<file path="config.mk">
export PLATFORM = sky130hd
export DESIGN_NAME = core_reset_ctrl
export DESIGN_NICKNAME = d
export VERILOG_FILES = /design/src/rtl/core_reset_ctrl.sv
export SDC_FILE = /design/constraint.sdc
export NUM_CORES = 1
export LEC_CHECK = 0
export CELL_PAD_IN_SITES_DETAIL_PLACEMENT = 1
export CELL_PAD_IN_SITES_GLOBAL_PLACEMENT = 1
export CORE_UTILIZATION = 27
export DETAILED_ROUTE_END_ITERATION = 8
export MAX_ROUTING_LAYER = met4
export PLACE_DENSITY = 0.54
export SYNTH_ARGS = -nofsm -noshare
export SYNTH_HDL_FRONTEND = slang
export SYNTH_SLANG_ARGS = --single-unit
export TNS_END_PERCENT = 100
</file>
<file path="constraint.sdc">
create_clock -name i_clk -period 2.1 [get_ports i_clk]
set_input_delay 0.42 -clock i_clk [delete_from_list [all_inputs] [get_ports i_clk]]
set_output_delay 0.42 -clock i_clk [all_outputs]
set_load 0.05 [all_outputs]
</file>
<file path="src/rtl/core_reset_ctrl.sv">
// core_reset_ctrl: sequences a reset pulse to downstream domains, waits for
// every domain to report reset exit, and reports completion or timeout.
// Loss of PLL lock restarts the sequence from any state.
module core_reset_ctrl #(
  parameter int NUM_DOMAINS  = 1,
  parameter int PULSE_CLKS   = 16,
  parameter int TIMEOUT_CLKS = 1024
) (
  input  logic                   i_clk,
  input  logic                   i_srst,
  input  logic                   i_pll_locked,
  input  logic                   i_sw_rst_req,
  input  logic [NUM_DOMAINS-1:0] i_domain_in_reset,
  output logic                   o_rst_req,
  output logic                   o_busy,
  output logic                   o_rst_done,
  output logic                   o_timeout
);

  localparam int PW = $clog2(PULSE_CLKS) + 1;
  localparam int TW = $clog2(TIMEOUT_CLKS) + 1;

  localparam logic [PW-1:0] PULSE_LAST = PW'(PULSE_CLKS - 1);
  localparam logic [TW-1:0] TO_LAST    = TW'(TIMEOUT_CLKS - 1);

  typedef enum logic [1:0] {
    ST_ASSERT    = 2'd0,
    ST_WAIT_EXIT = 2'd1,
    ST_IDLE      = 2'd2
  } state_t;

  state_t        state_q, state_d;
  logic [PW-1:0] pulse_cnt_q, pulse_cnt_d;
  logic [TW-1:0] to_cnt_q, to_cnt_d;
  logic          rst_req_q, rst_req_d;
  logic          rst_done_q, rst_done_d;
  logic          timeout_q, timeout_d;
  logic          all_clear;

  // Saturating increments: counters stop at all-ones instead of wrapping.
  function automatic logic [PW-1:0] pulse_inc(input logic [PW-1:0] v);
    return (v == {PW{1'b1}}) ? v : v + PW'(1);
  endfunction

  function automatic logic [TW-1:0] to_inc(input logic [TW-1:0] v);
    return (v == {TW{1'b1}}) ? v : v + TW'(1);
  endfunction

  assign all_clear = (i_domain_in_reset == '0);

  // Next-state, counter and registered-output logic.
  always_comb begin
    state_d     = state_q;
    pulse_cnt_d = pulse_cnt_q;
    to_cnt_d    = to_cnt_q;
    rst_done_d  = 1'b0;
    timeout_d   = timeout_q;

    case (state_q)
      ST_ASSERT: begin
        if (!i_pll_locked) begin
          // Unlocked cycles do not count toward the pulse width.
          pulse_cnt_d = '0;
        end else if (pulse_cnt_q >= PULSE_LAST) begin
          state_d     = ST_WAIT_EXIT;
          pulse_cnt_d = '0;
          to_cnt_d    = '0;
        end else begin
          pulse_cnt_d = pulse_inc(pulse_cnt_q);
        end
      end

      ST_WAIT_EXIT: begin
        // Lock loss outranks a software restart, which outranks completion.
        if (!i_pll_locked || i_sw_rst_req) begin
          state_d     = ST_ASSERT;
          pulse_cnt_d = '0;
          to_cnt_d    = '0;
          timeout_d   = 1'b0;
        end else if (all_clear) begin
          // Success wins even on the cycle the timeout would expire.
          state_d    = ST_IDLE;
          to_cnt_d   = '0;
          rst_done_d = 1'b1;
        end else if (to_cnt_q >= TO_LAST) begin
          state_d   = ST_IDLE;
          to_cnt_d  = '0;
          timeout_d = 1'b1;
        end else begin
          to_cnt_d = to_inc(to_cnt_q);
        end
      end

      ST_IDLE: begin
        if (!i_pll_locked || i_sw_rst_req) begin
          state_d     = ST_ASSERT;
          pulse_cnt_d = '0;
          to_cnt_d    = '0;
          timeout_d   = 1'b0;
        end
      end

      default: begin
        state_d     = ST_ASSERT;
        pulse_cnt_d = '0;
        to_cnt_d    = '0;
        timeout_d   = 1'b0;
      end
    endcase

    rst_req_d = (state_d == ST_ASSERT);
  end

  // State and output registers; reset parks the controller in ASSERT.
  always_ff @(posedge i_clk) begin
    if (i_srst) begin
      state_q     <= ST_ASSERT;
      pulse_cnt_q <= '0;
      to_cnt_q    <= '0;
      rst_req_q   <= 1'b1;
      rst_done_q  <= 1'b0;
      timeout_q   <= 1'b0;
    end else begin
      state_q     <= state_d;
      pulse_cnt_q <= pulse_cnt_d;
      to_cnt_q    <= to_cnt_d;
      rst_req_q   <= rst_req_d;
      rst_done_q  <= rst_done_d;
      timeout_q   <= timeout_d;
    end
  end

  assign o_rst_req  = rst_req_q;
  assign o_busy     = (state_q != ST_IDLE);
  assign o_rst_done = rst_done_q;
  assign o_timeout  = timeout_q;

endmodule

</file>
==> Word-level counts from Yosys, hierarchy flattened <==
Cells that the tools add are included.
{ "totals": {"word_cells": 60, "out_inout_bits": 4, "reg_bits": 21, "in_bits": 5} }
{ "classes": {"magnitude_cmp": 2, "addsub": 2, "n_reduce_logical": 9, "n_eq_ne": 13, "bitwise": 2, "mux": 26} }
{ "ops": {"columns": ["op", "count"], "rows": [
  ["$mux W11", 7],
  ["$pmux W11 S3", 1],
  ["$mux W5", 4],
  ["$mux W2", 6],
  ["$add A11 B1 Y11 const B", 1],
  ["$eq A11 B11 Y1 const B", 1],
  ["$ge A11 B10 Y1 const B", 1],
  ["$pmux W5 S2", 1],
  ["$ne A2 B2 Y1 const B", 4],
  ["$reduce_and A4 Y1", 2],
  ["$ne A3 B3 Y1 const B", 2],
  ["$pmux W2 S3", 1],
  ["$add A5 B1 Y5 const B", 1],
  ["$eq A5 B5 Y1 const B", 1],
  ["$ge A5 B4 Y1 const B", 1],
  ["$mux W1", 5],
  ["$ne A5 B5 Y1 const B", 1],
  ["$logic_not A2 Y1", 2],
  ["$ne A4 B4 Y1 const B", 1],
  ["$pmux W1 S3", 1],
  ["$reduce_or A3 Y1", 1],
  ["$eq A2 B1 Y1 const B", 1],
  ["$eq A2 B2 Y1 const B", 1],
  ["$ne A2 B1 Y1 const B", 1],
  ["5 further kinds", 6]
]} }

==> Longest topological paths before layout <==
Gate-level depths: netlist of the first run.
{ "depth": {"ltp_word": 6, "depth_mapped": 9, "mapped_depth_nobuf": 8} }

==> Least setup slack after synthesis of the first run <==
No wires, ideal clock.
{ "synth_path": {"kind": "flip-flop to flip-flop", "start": "register pulse_cnt_q[0]", "end": "register rst_req_q (netlist: o_rst_req)", "slack_ps": 218, "stages_incl_launch_ff": 10, "setup_ps": 119, "arrival_time_ps": 1762, "required_ps": 1981, "path_buffers": 1, "path_cell_list": "dfxtp_1 > ha_1 > and3_1 > ha_1 > nor2_1 > nand3_1 > and2_1 > clkbuf_1 > a221oi_2 > nor2_2"} }
{ "synth_between": {"elab_chain_len": 5} }
{ "synth_lines": {"columns": ["element", "line_no", "source"], "rows": [
  ["start: declaration", "33", "logic [PW-1:0] pulse_cnt_q, pulse_cnt_d;"],
  ["start signal: assignment", "125", "pulse_cnt_q <= pulse_cnt_d;"],
  ["$ge A5 B4 Y1", "64", "end else if (pulse_cnt_q >= PULSE_LAST) begin"],
  ["$mux W2", "64", null],
  ["$mux W2", "61", "if (!i_pll_locked) begin"],
  ["$pmux W2 S3", "59", "case (state_q)"],
  ["$logic_not A2 Y1", "111", "rst_req_d = (state_d == ST_ASSERT);"],
  ["end signal: assignment", "127", "rst_req_q <= rst_req_d;"],
  ["end: declaration", "35", "logic rst_req_q, rst_req_d;"]
]} }
No other way between the ends.
A chain may end at the register's enable or synchronous reset.

==> Final worst setup path of the first run <==
{ "layout_path": {"start": "register pulse_cnt_q[1]", "end": "register pulse_cnt_q[2]"} }
{ "layout_between": {"elab_chain_len": 5, "word_cells_on_any_way": 9, "cone_classes": "add/sub (1); order compare (1); eq/ne (2); mux (4); reduce/logical (1)"} }
{ "layout_lines": {"columns": ["element", "line_no", "source"], "rows": [
  ["$add A5 B1 Y5", "42", "return (v == {PW{1'b1}}) ? v : v + PW'(1);"],
  ["$mux W5", "42", null],
  ["$mux W5", "64", null],
  ["$mux W5", "61", null],
  ["$pmux W5 S2", "59", null]
]} }
Several ways; a longest one is shown, not always the timed one. The select of a mux whose other input is x is not followed.

==> results by group, run 1 <==
Routing
  • Detailed Routing Iterations Pass 1: 4
  • Final ANT Viol Nets: 0
  • DRT iter0 DRCs: 17
  • Avg WL per Cell: 13.9 microns
  • Via count: 1048
  • Number of vias per cell: 5.09
  • DRC violations left: 0
  • Final wirelength: 2.87 mm

Worst setup path
  • Critical Path AT: 2.14 ns
  • Flop2flop setup slack: 0.16 ns
  • CP most frequent cell: ha_1
  • Slowest Stage Delay on Critical Path: 0.36 ns
  • Slowest CP cell: dfxtp_1
  • Crit path capture type: flop
  • Critical path cell sequence: ha_1 > and3_1 > ha_1 > nor2_2 > nand4_1 > buf_4 > nor3_2 > nand3b_1 > a21oi_1
  • CP startpoint kind: flop
  • Worst r2r src: pulse_cnt_q[1]
  • Crit-path max FO: 4
  • Worst Path Class, Setup: flop to flop
  • Critical R2R Capture: pulse_cnt_q[2]
  • R2r worst-path depth: 9
  • Worst path top cell family by delay: simple AND/OR/NAND/NOR gates
  • Crit path buf inv count: 1
  • Worst EP required: 2.29 ns

Logic synthesis
  • Largest family of logic cells by synthesized area: simple AND/OR/NAND/NOR gates
  • Sequential-to-total area share from yosys stat: 36.5%
  • Synth Area in Adders: 8.69%
  • Cell Area, Synth: 0.00115 sq mm
  • Compound-Gate Fraction of Synth Area: 23.5%
  • Warnings from Yosys: 0
  • Syn avg cell area: 8.66 sq um
  • Distinct cell type count after synthesis: 37
  • Syn Nets: 146
  • Synth Area in Simple Gates: 26.9%
  • Post-Syn Instances: 133
  • Post-synthesis mux area share: 0.869%
  • Synthesized flop and latch total: 21
  • Xor/xnor share of the synthesized area: 0%

STA
  • Worst-Margin Slew: 0.520 ns
  • Setup violators final: 0
  • Min cycle time layout: 1.94 ns
  • PnR worst setup slack: 0.155 ns
  • Hold Slack: 0.489 ns
  • Relative slew margins: 65.2%
  • Final Slew Violations: 0
  • Fin crit share: 92.6%
  • F_max: 514 MHz
  • Post-route setup TNS: 0 ns
  • Final Hold Viols: 0
  • RSZ-0062 raised after global routing: false
  • Skew final: 0.0121 ns

Global routing
  • Largest net degree at the start of global routing: 17
  • First-pass GRT wire length: 4.88 mm
  • Total grt overflow: 0
  • Antenna violations before repair: 0
  • Total GRT Usage: 14.7%
  • Number of global-route vias before repair: 1071

Power
  • VDD IR max: 194 uV
  • Power Density: 499 mW/mm^2
  • LEAKAGE: 0.635 nW

Clock network
  • Clock transition at path regs: 0.08 ns
  • Total clock sinks: 21
  • CTS Buf Count: 3
  • CTS max path bufs: 2
  • H-tree levels: 1
  • Hold buffer count at CTS: 0
  • TritonCTS clock tree: yes
  • Later-pin clock latency in the skew report: 0.27 ns
  • Clock root buffer master: clkbuf_8

Die
  • Core Region: 0.00406 sq mm
  • Die ar.: 0.00453 sq mm
  • Initial Util: 28.4%
  • Standard-cell row count: 23
  • Chip Height: 67.3 microns
  • Die X: 67.3 microns
  • I/O pin count: 9

Final layout
  • Proportion of layout cells with a drive suffix above 1: 20.5%
  • Commonest non-fill, non-tap cells in the layout: dfxtp_1 (21), buf_4 (15), nor2_1 (13), nand2_1 (11)
  • Area of the multi-input gates: 712 sq um
  • Register Area: 420 sq um
  • Final #Nets: 170
  • Fillers: 488
  • Commonest non-fill, non-tap cell in the layout: dfxtp_1
  • Synth-to-layout area growth: 26.2%
  • Final Non-Filler Cells: 206
  • # diodes: 0

Worst hold path
  • Hold EP: to_cnt_q[1]
  • Hold wc startpoint: to_cnt_q[1]
  • Worst hold path cell count: 2
  • Worst min path class: flop to flop

Place
  • GP Congestion: 0.705
  • Pre-CTS setup slack: -0.0373 ns
  • Hpwl dp: 2.24 mm
  • Number of port buffers: 8
  • DP Cell Count: 201

Flow run
  • Number of max-cap violations: 0

Outcome
  • Status: complete, no violations
[Yosys cell counts]
cell | n | area [sq um]
o22ai_1 | 2 | 12.5
or4_1 | 1 | 7.51
a31oi_1 | 2 | 12.5
ha_1 | 8 | 100
nand3b_1 | 3 | 22.5
and2_1 | 1 | 6.26
nor2_1 | 14 | 52.6
nor2b_1 | 3 | 18.8
nor2_2 | 2 | 12.5
nand4_1 | 2 | 12.5
o311a_4 | 1 | 21.3
and3b_1 | 1 | 8.76
o21ai_0 | 2 | 10.0
nor3_1 | 6 | 30.0
nor3b_1 | 1 | 7.51
mux2i_1 | 1 | 10.0
o21bai_1 | 1 | 7.51
or2_2 | 2 | 12.5
a211oi_1 | 1 | 7.51
nor3_2 | 1 | 10.0
nand4_2 | 1 | 12.5
inv_1 | 8 | 30.0
dfxtp_1 | 21 | 420
and3_1 | 2 | 12.5
nand2_1 | 11 | 41.3
a21oi_1 | 8 | 40.0
nor4_1 | 2 | 12.5
o41ai_4 | 1 | 27.5
a31o_2 | 1 | 8.76
nand3_1 | 6 | 30.0
a22o_1 | 6 | 52.6
a221oi_2 | 1 | 15.0
a21o_1 | 4 | 30.0
a2bb2oi_1 | 1 | 8.76
clkbuf_1 | 3 | 11.3
a22oi_1 | 1 | 7.51
a41oi_1 | 1 | 8.76
[through the flow]
step | total power, mW | instance area [sq um] | utilization (%)
after floorplan | 0.431 | 1150 | -
after detailed placement | 0.457 | 1380 | 34.0
after global placement | 0.455 | 1380 | 34.0
final | 0.726 | 1450 | 35.8
after global routing | 0.762 | 1450 | 35.8
after CTS | 0.734 | 1430 | 35.1
[worst register-to-register path, delay by kind of cell (launching register included)]
family | cells | cell delay (ns)
and+or+nand+nor | 5 | 0.78
buffers and inverters | 1 | 0.18
adders and majority gates | 2 | 0.45
DFF | 1 | 0.36
AOI/OAI and AO/OA | 1 | 0.12
[where the power goes]
group	total [mW]	internal, mW	switching, mW	leakage [nW]
clock network	0.276	0.132	0.144	0.0255
registers	0.401	0.400	0.00174	0.169
logic	0.0482	0.0251	0.0231	0.440
[flip-flops by register name, summed over array words and instances, names as in the netlist]
register / count
o_rst_done: 1
o_rst_req: 1
o_timeout: 1
pulse_cnt_q: 5
state_q: 2
to_cnt_q: 11
[cell families after synthesis]
kind of cell | Yosys count
simple gates | 59
flops | 21
fa+ha+maj | 8
mux | 1
compound gates | 33
buf+inv | 11
[final cells by class]
cell class | instances | share of cell area, %
Clock inverter | 1 | 0.344
Inverter | 8 | 2.07
Clock buffer | 3 | 2.84
Multi-Input combinational cell | 101 | 49.0
Tap cell | 50 | 4.30
Timing Repair Buffer | 22 | 12.6
Sequential cell | 21 | 28.9
[timing repair]
| item | CTS | global route |
|---|---|---|
| setup endpoints to repair | 0 | 10 |
| resized for setup | 0 | 5 |
| setup buffers | 0 | 1 |
[per-layer routing]
metal / track usage [%] / part of all wire (%) / wire [microns]
met2: 25.0 / 50 / 1430
met3: 2.70 / 2.0 / 57
met1: 17.3 / 47 / 1360
met5: - / 0 / 0
met4: 5.05 / 0.77 / 22
[how the worst max path moves through the flow]
stage                         startpoint        endpoint  slack (ns)  cells past startpoint
after detailed placement    i_pll_locked     to_cnt_q[5]       -0.04                      5
after global placement      i_pll_locked     to_cnt_q[5]      -0.008                      5
after floorplan           pulse_cnt_q[0]       o_rst_req        0.22                      9
final                     pulse_cnt_q[1]  pulse_cnt_q[2]        0.16                      9
after CTS                 pulse_cnt_q[1]       o_rst_req        0.04                      8
after global routing         to_cnt_q[0]     to_cnt_q[6]        0.03                      6
Power figures use the tool's default switching activity.
==> inputs of run 2 (changes only) <==
--- a/config.mk
+++ b/config.mk
@@ -9,6 +9,7 @@
 export CELL_PAD_IN_SITES_GLOBAL_PLACEMENT = 1
 export CORE_UTILIZATION = 27
 export DETAILED_ROUTE_END_ITERATION = 8
+export GPL_TIMING_DRIVEN = 0
 export MAX_ROUTING_LAYER = met4
 export PLACE_DENSITY = 0.54
 export SYNTH_ARGS = -nofsm -noshare
==> run 2 against run 1 <==
Compared with the run above: count of clock-buffer cells in the layout up 1; sequential power about the same; cell count fell by 5.3%; routed wire length shrank 0.77%; critical path type is now flop to primary output; largest cell class unchanged; highest routed layer unchanged.
==> results by group, run 2 (synthesized netlist as in run 1, its figures left out) <==
Outcome
  • Status: complete, no violations

Worst setup path
  • Worst r2r src: to_cnt_q[0]
  • Slowest Stage Delay on Critical Path: 0.52 ns (+0.16 ns)
  • CP most frequent cell: inv_1
  • Worst Path Class, Setup: flop to primary output
  • Crit path capture type: primary output
  • Critical path cell sequence: inv_1 > ha_1 > inv_1 > dlygate4sd2_1
  • CP startpoint kind: flop
  • Critical Path AT: 1.52 ns (-0.62 ns)
  • Critical R2R Capture: to_cnt_q[6]
  • Crit-path max FO: 4 (unchanged)
  • Crit path buf inv count: 3 (+2)
  • Slowest CP cell: dlygate4sd2_1
  • R2r worst-path depth: 6 (-3)
  • Flop2flop setup slack: 0.19 ns (+0.03 ns)
  • Worst EP required: 1.68 ns (-0.61 ns)
  • Worst path top cell family by delay: buffers and inverters

Global routing
  • Total grt overflow: 0 (unchanged)
  • Antenna violations before repair: 0 (unchanged)
  • Largest net degree at the start of global routing: 12 (-5)
  • First-pass GRT wire length: 4.95 mm (+1.4%)
  • Number of global-route vias before repair: 1130 (+5.5%)
  • Total GRT Usage: 14.8% (+0.088 points)

STA
  • F_max: 516 MHz (+0.35%)
  • Worst-Margin Slew: 0.532 ns (+0.0122 ns)
  • Skew final: 0.00238 ns (-0.00970 ns)
  • Min cycle time layout: 1.94 ns (-0.00674 ns)
  • PnR worst setup slack: 0.162 ns (+0.00674 ns)
  • Relative slew margins: 64.2% (-1.0 points)
  • Hold Slack: 0.488 ns (-0.00112 ns)
  • Final Hold Viols: 0 (unchanged)
  • Setup violators final: 0 (unchanged)
  • RSZ-0062 raised after global routing: false
  • Fin crit share: 92.3% (-0.32 points)
  • Final Slew Violations: 0 (unchanged)

Routing
  • Detailed Routing Iterations Pass 1: 3 (-1)
  • DRT iter0 DRCs: 27 (+10)
  • DRC violations left: 0 (unchanged)
  • Number of vias per cell: 5.16 (+1.5%)
  • Met3 wire len: 76 microns (+33%)
  • Final wirelength: 2.85 mm (-0.77%)
  • Avg WL per Cell: 14.6 microns (+4.8%)
  • Via count: 1007 (-3.9%)
  • Met2 WL post-DR: 1.49 mm (+4.6%)
  • Top layer in use: met4
  • Final ANT Viol Nets: 0 (unchanged)
  • Routed length on met1: 1.23 mm (-9.6%)

Die
  • I/O pin count: 9 (unchanged)
  • Core Region: 0.00406 sq mm (unchanged)
  • Standard-cell row count: 23 (unchanged)
  • Chip Height: 67.3 microns (unchanged)
  • Initial Util: 28.4% (unchanged)
  • Die ar.: 0.00453 sq mm (unchanged)
  • Die X: 67.3 microns (unchanged)

Worst hold path
  • Worst min path class: flop to flop
  • Hold EP: to_cnt_q[1]
  • Worst hold path cell count: 2 (unchanged)
  • Hold wc startpoint: to_cnt_q[1]

Power
  • Pint: 0.551 mW (-1.2%)
  • Power Density: 515 mW/mm^2 (+3.0%)
  • VDD IR max: 234 uV (+21%)
  • Reg power frac: 56.3% (+1.0 points)
  • LEAKAGE: 0.566 nW (-11%)
  • P_sw: 0.164 mW (-2.9%)
  • Switching Fraction: 23.0% (-0.31 points)
  • Combinational power share: 5.2% (-1.4 points)
  • Part of the power in the clock network: 38.5% (+0.4 points)

Final layout
  • Area of the multi-input gates: 738 sq um (+3.7%)
  • Fillers: 487 (-0.20%)
  • Register Area: 422 sq um (+0.30%)
  • Synth-to-layout area growth: 20.5%
  • Final #Nets: 159 (-6.5%)
  • Max reg flops: 11 (unchanged)
  • Top Registers: to_cnt_q x11, pulse_cnt_q x5, state_q x2
  • Proportion of layout cells with a drive suffix above 1: 16.6% (-4.0 points)
  • # diodes: 0 (unchanged)
  • Biggest register: to_cnt_q
  • Commonest non-fill, non-tap cells in the layout: dfxtp_1 (20), nor2_1 (13), nand2_1 (11), inv_1 (8)
  • Commonest non-fill, non-tap cell in the layout: dfxtp_1

Clock network
  • Clock transition at path regs: 0.08 ns (about the same)
  • CTS max path bufs: 2 (unchanged)
  • TritonCTS clock tree: yes
  • CTS Buf Count: 3 (unchanged)
  • H-tree levels: 1 (unchanged)
  • Clock root buffer master: clkbuf_8
  • Total clock sinks: 21 (unchanged)
  • Later-pin clock latency in the skew report: 0.26 ns (about the same)

Flow run
  • Number of max-cap violations: 0 (unchanged)

Place
  • Number of port buffers: 7 (-1)
  • GP Congestion: 0.831 (+18%)
  • Pre-CTS setup slack: -0.356 ns (-0.319 ns)
  • Hpwl dp: 2.17 mm (-3.4%)
run 2: metrics by stage:
stage          instance area, sq um  std cells  setup TNS, ns  total power [mW]  utilization (%)
2_1_floorplan                  1150        133              0             0.431                -
3_3_place_gp                   1280        190          -3.11             0.444             31.7
3_5_place_dp                   1280        190          -3.21             0.446             31.7
4_1_cts                        1340        193       -0.00790             0.723             33.1
5_1_grt                        1390        195              0             0.746             34.2
6_report                       1390        195              0             0.715             34.2
run 2: area by class of cell:
| cell class | count | share of cell area [%] |
|---|---|---|
| multi-input cells | 101 | 53.2 |
| flip-flops and latches | 21 | 30.4 |
| repair buffers | 9 | 6.04 |
| well taps | 50 | 4.50 |
| clock buffers | 4 | 3.24 |
| inverters | 8 | 2.16 |
| plain buffers | 2 | 0.541 |
run 2: what timing repair did:
action                     4_1_cts  5_1_grt
setup endpoints to repair       11       14
buffers inserted                 0        2
cloned                           0        0
gates resized for setup          5        8
pin swaps                        1        3
hold buffers                     0        0
run 2: worst max-delay path by stage:
stage                    from        endpoint  cells past startpoint
2_1_floorplan  pulse_cnt_q[0]       o_rst_req                      9
3_3_place_gp     i_pll_locked     to_cnt_q[4]                      5
3_5_place_dp     i_pll_locked     to_cnt_q[7]                      5
4_1_cts        pulse_cnt_q[0]     to_cnt_q[6]                      8
5_1_grt        pulse_cnt_q[1]  pulse_cnt_q[2]                      8
6_report           state_q[0]          o_busy                      4
run 2: routing by layer:
metal / vias to the layer above / GRT usage, %
li1: 505 / -
met1: 484 / 15.6
met2: 12 / 26.3
met3: 6 / 4.22
met4: 0 / 5.05
met5: - / -
run 2: power by group through the flow:
stage | registers, mW | logic (mW) | clock network [mW]
3_5_place_dp | 0.412 | 0.0340 | 0
4_1_cts | 0.402 | 0.0350 | 0.286
2_1_floorplan | 0.411 | 0.0205 | 0
5_1_grt | 0.403 | 0.0413 | 0.302
3_3_place_gp | 0.411 | 0.0332 | 0
6_report | 0.402 | 0.0371 | 0.275
run 2: worst reg2reg max path: cells and delay by family (launching register included):
family,cells,cell delay [ns]
AOI/OAI and AO/OA,3,0.56
adders and majority gates,1,0.27
DFF,1,0.35
and+or+nand+nor,2,0.67
==> inputs of run 3 (changes only) <==
--- a/config.mk
+++ b/config.mk
@@ -8,6 +8,7 @@
 export CELL_PAD_IN_SITES_DETAIL_PLACEMENT = 1
 export CELL_PAD_IN_SITES_GLOBAL_PLACEMENT = 1
 export CORE_UTILIZATION = 27
+export CTS_BUF_LIST = sky130_fd_sc_hd__clkbuf_16
 export DETAILED_ROUTE_END_ITERATION = 8
 export GPL_TIMING_DRIVEN = 0
 export MAX_ROUTING_LAYER = met4
==> constraint.sdc (replaced) <==
create_clock -name i_clk -period 2 [get_ports i_clk]
set_input_delay 0.4 -clock i_clk [delete_from_list [all_inputs] [get_ports i_clk]]
set_output_delay 0.4 -clock i_clk [all_outputs]
set_load 0.05 [all_outputs]
==> run 3 against run 2 <==
Compared with the run above: clock skew down 0.0013 ns; via count is 1.8% higher; count of clock-buffer cells in the layout down 1; worst setup slack lost 0.035 ns; critical path depth unchanged; routed wire length increased by 1.8%; die area unchanged; register-to-register slack got worse by 0.06 ns; critical path type unchanged; critical endpoint unchanged; highest routed layer unchanged.
==> results by group, run 3 (synthesized netlist as in run 1, its figures left out) <==
Outcome
  • Status: complete, no violations

Place
  • GP Congestion: 0.831 (unchanged)
  • DP Cell Count: 190 (unchanged)
  • Hpwl dp: 2.17 mm (unchanged)
  • Number of port buffers: 7 (unchanged)
  • Pre-CTS setup slack: -0.436 ns (-0.0800 ns)

Global routing
  • First-pass GRT wire length: 5.02 mm (+1.5%)
  • Total GRT Usage: 15.2% (+0.40 points)
  • Antenna violations before repair: 0 (unchanged)
  • Largest net degree at the start of global routing: 12 (unchanged)
  • Total grt overflow: 0 (unchanged)
  • Number of global-route vias before repair: 1133 (+0.27%)

Final layout
  • Proportion of layout cells with a drive suffix above 1: 20.5% (+4.0 points)
  • Commonest non-fill, non-tap cells in the layout: dfxtp_1 (19), nor2_1 (13), nand2_1 (11), inv_1 (9)
  • # diodes: 0 (unchanged)
  • Final Non-Filler Cells: 196 (+0.51%)
  • Final #Nets: 160 (+0.63%)
  • Fillers: 480 (-1.4%)
  • Biggest register: to_cnt_q
  • Max reg flops: 11 (unchanged)
  • Commonest non-fill, non-tap cell in the layout: dfxtp_1
  • Synth-to-layout area growth: 27.1%
  • Top Registers: to_cnt_q x11, pulse_cnt_q x5, state_q x2

Die
  • Standard-cell row count: 23 (unchanged)
  • Die X: 67.3 microns (unchanged)
  • Core Region: 0.00406 sq mm (unchanged)
  • Chip Height: 67.3 microns (unchanged)
  • Initial Util: 28.4% (unchanged)
  • I/O pin count: 9 (unchanged)
  • Die ar.: 0.00453 sq mm (unchanged)

Power
  • Combinational power share: 4.9% (-0.3 points)
  • Power Density: 610 mW/mm^2 (+19%)
  • P_sw: 0.188 mW (+15%)
  • Tot Pwr: 0.894 mW (+25%)
  • Pint: 0.706 mW (+28%)
  • VDD IR max: 319 uV (+36%)
  • Switching Fraction: 21.1% (-1.9 points)
  • LEAKAGE: 0.595 nW (+5.1%)
  • Reg power frac: 47.3% (-9.0 points)
  • Part of the power in the clock network: 47.9% (+9.4 points)

STA
  • Fin crit share: 93.7%
  • Relative slew margins: 63.5% (-0.68 points)
  • Skew final: 0.00112 ns (-0.00126 ns)
  • Setup violators final: 0 (unchanged)
  • Worst-Margin Slew: 0.542 ns (+0.0101 ns)
  • PnR worst setup slack: 0.127 ns (-0.0353 ns)
  • F_max: 534 MHz
  • Final Slew Violations: 0 (unchanged)
  • Min cycle time layout: 1.87 ns
  • RSZ-0062 raised after global routing: false
  • Final Hold Viols: 0 (unchanged)

Routing
  • DRT iter0 DRCs: 21 (-22%)
  • Number of vias per cell: 5.23 (+1.3%)
  • Detailed Routing Iterations Pass 1: 4 (+1)
  • Via count: 1025 (+1.8%)
  • DRC violations left: 0 (unchanged)
  • Final ANT Viol Nets: 0 (unchanged)
  • Final wirelength: 2.90 mm (+1.8%)
  • Avg WL per Cell: 14.8 microns (+1.3%)

Worst setup path
  • CP most frequent cell: inv_1
  • R2r worst-path depth: 8 (+2)
  • Critical Path AT: 1.47 ns (-0.05 ns)
  • Worst Path Class, Setup: flop to primary output
  • Crit-path max FO: 4 (unchanged)
  • Slowest CP cell: clkdlybuf4s15_1
  • CP startpoint kind: flop
  • Crit path capture type: primary output
  • Critical path cell sequence: inv_1 > ha_1 > inv_1 > clkdlybuf4s15_1
  • Slowest Stage Delay on Critical Path: 0.49 ns (-0.03 ns)
  • Worst EP required: 1.60 ns (-0.08 ns)

Clock network
  • Clock transition at path regs: 0.06 ns (-0.02 ns)
  • H-tree levels: 1 (unchanged)
  • Hold buffer count at CTS: 0 (unchanged)
  • Clock root buffer master: clkbuf_16
  • TritonCTS clock tree: yes
  • CTS max path bufs: 2 (unchanged)
  • Total clock sinks: 21 (unchanged)
  • CTS Buf Count: 3 (unchanged)
  • Later-pin clock latency in the skew report: 0.25 ns (about the same)

Flow run
  • Number of max-cap violations: 0 (unchanged)

Worst hold path
  • Worst hold path cell count: 2 (unchanged)
  • Worst min path class: flop to flop
## run 3: cell count changes in the layout (fill, tap and decap cells not counted), sizes merged
cell,change
buf,+1
clkbuf,-1
clkdlybuf4s15,+1
dlygate4sd2,-1
inv,+1
## run 3: per-layer routing
layer	share of wire (%)	global-route usage, %	vias up
met5	0	-	-
met3	2.8	4.22	6
met4	1.7	5.85	0
met2	51	26.8	15
met1	44	16.0	493
li1	-	-	511
## run 3: area by class of cell
cell class / count / area, sq um / share of cell area, %
buffer: 2 / 7.51 / 0.512
clock buffer: 3 / 75.1 / 5.12
clock inverter: 1 / 3.75 / 0.256
inverter: 8 / 30.0 / 2.05
multi-input combinational: 101 / 768 / 52.4
sequential: 21 / 425 / 29.0
tap: 50 / 62.6 / 4.27
timing repair buffer: 10 / 92.6 / 6.32
## run 3: final timing paths
path / endpoint / slack, ns / from
hold / removal: to_cnt_q[1] / 0.50 / to_cnt_q[1]
hold reg to reg: to_cnt_q[1] / 0.50 / to_cnt_q[1]
setup reg to reg: pulse_cnt_q[2] / 0.13 / pulse_cnt_q[0]
setup / recovery: o_busy / 0.13 / state_q[0]
## run 3: repair_timing
| item | 4_1_cts | 5_1_grt |
|---|---|---|
| setup endpoints to repair | 16 | 18 |
| buffers inserted | 1 | 2 |
| gates resized for setup | 6 | 16 |
| pin swaps | 1 | 5 |
## run 3: worst max-delay path: cells and delay by family (launching register included)
kind,cells,cell delay (ns)
flip-flops,1,0.39
adder cells (fa/ha/maj),1,0.21
buffers and inverters,3,0.62
## run 3: power groups by stage
stage	combinational, mW	clock, mW	sequential [mW]
after floorplan	0.0215	0	0.431
after detailed placement	0.0357	0	0.432
after global routing	0.0479	0.458	0.423
after global placement	0.0348	0	0.432
after CTS	0.0371	0.444	0.423
final	0.0434	0.428	0.423
## run 3: stage by stage
step | util, % | hold WS [ns] | instance area [sq um] | TNS [ns]
after detailed placement | 31.7 | 0.483 | 1280 | -4.57
after global routing | 36.1 | 0.536 | 1470 | 0
after global placement | 31.7 | 0.473 | 1280 | -4.52
after CTS | 34.2 | 0.491 | 1390 | -0.555
final | 36.1 | 0.498 | 1470 | 0
after floorplan | - | 0.457 | 1150 | 0
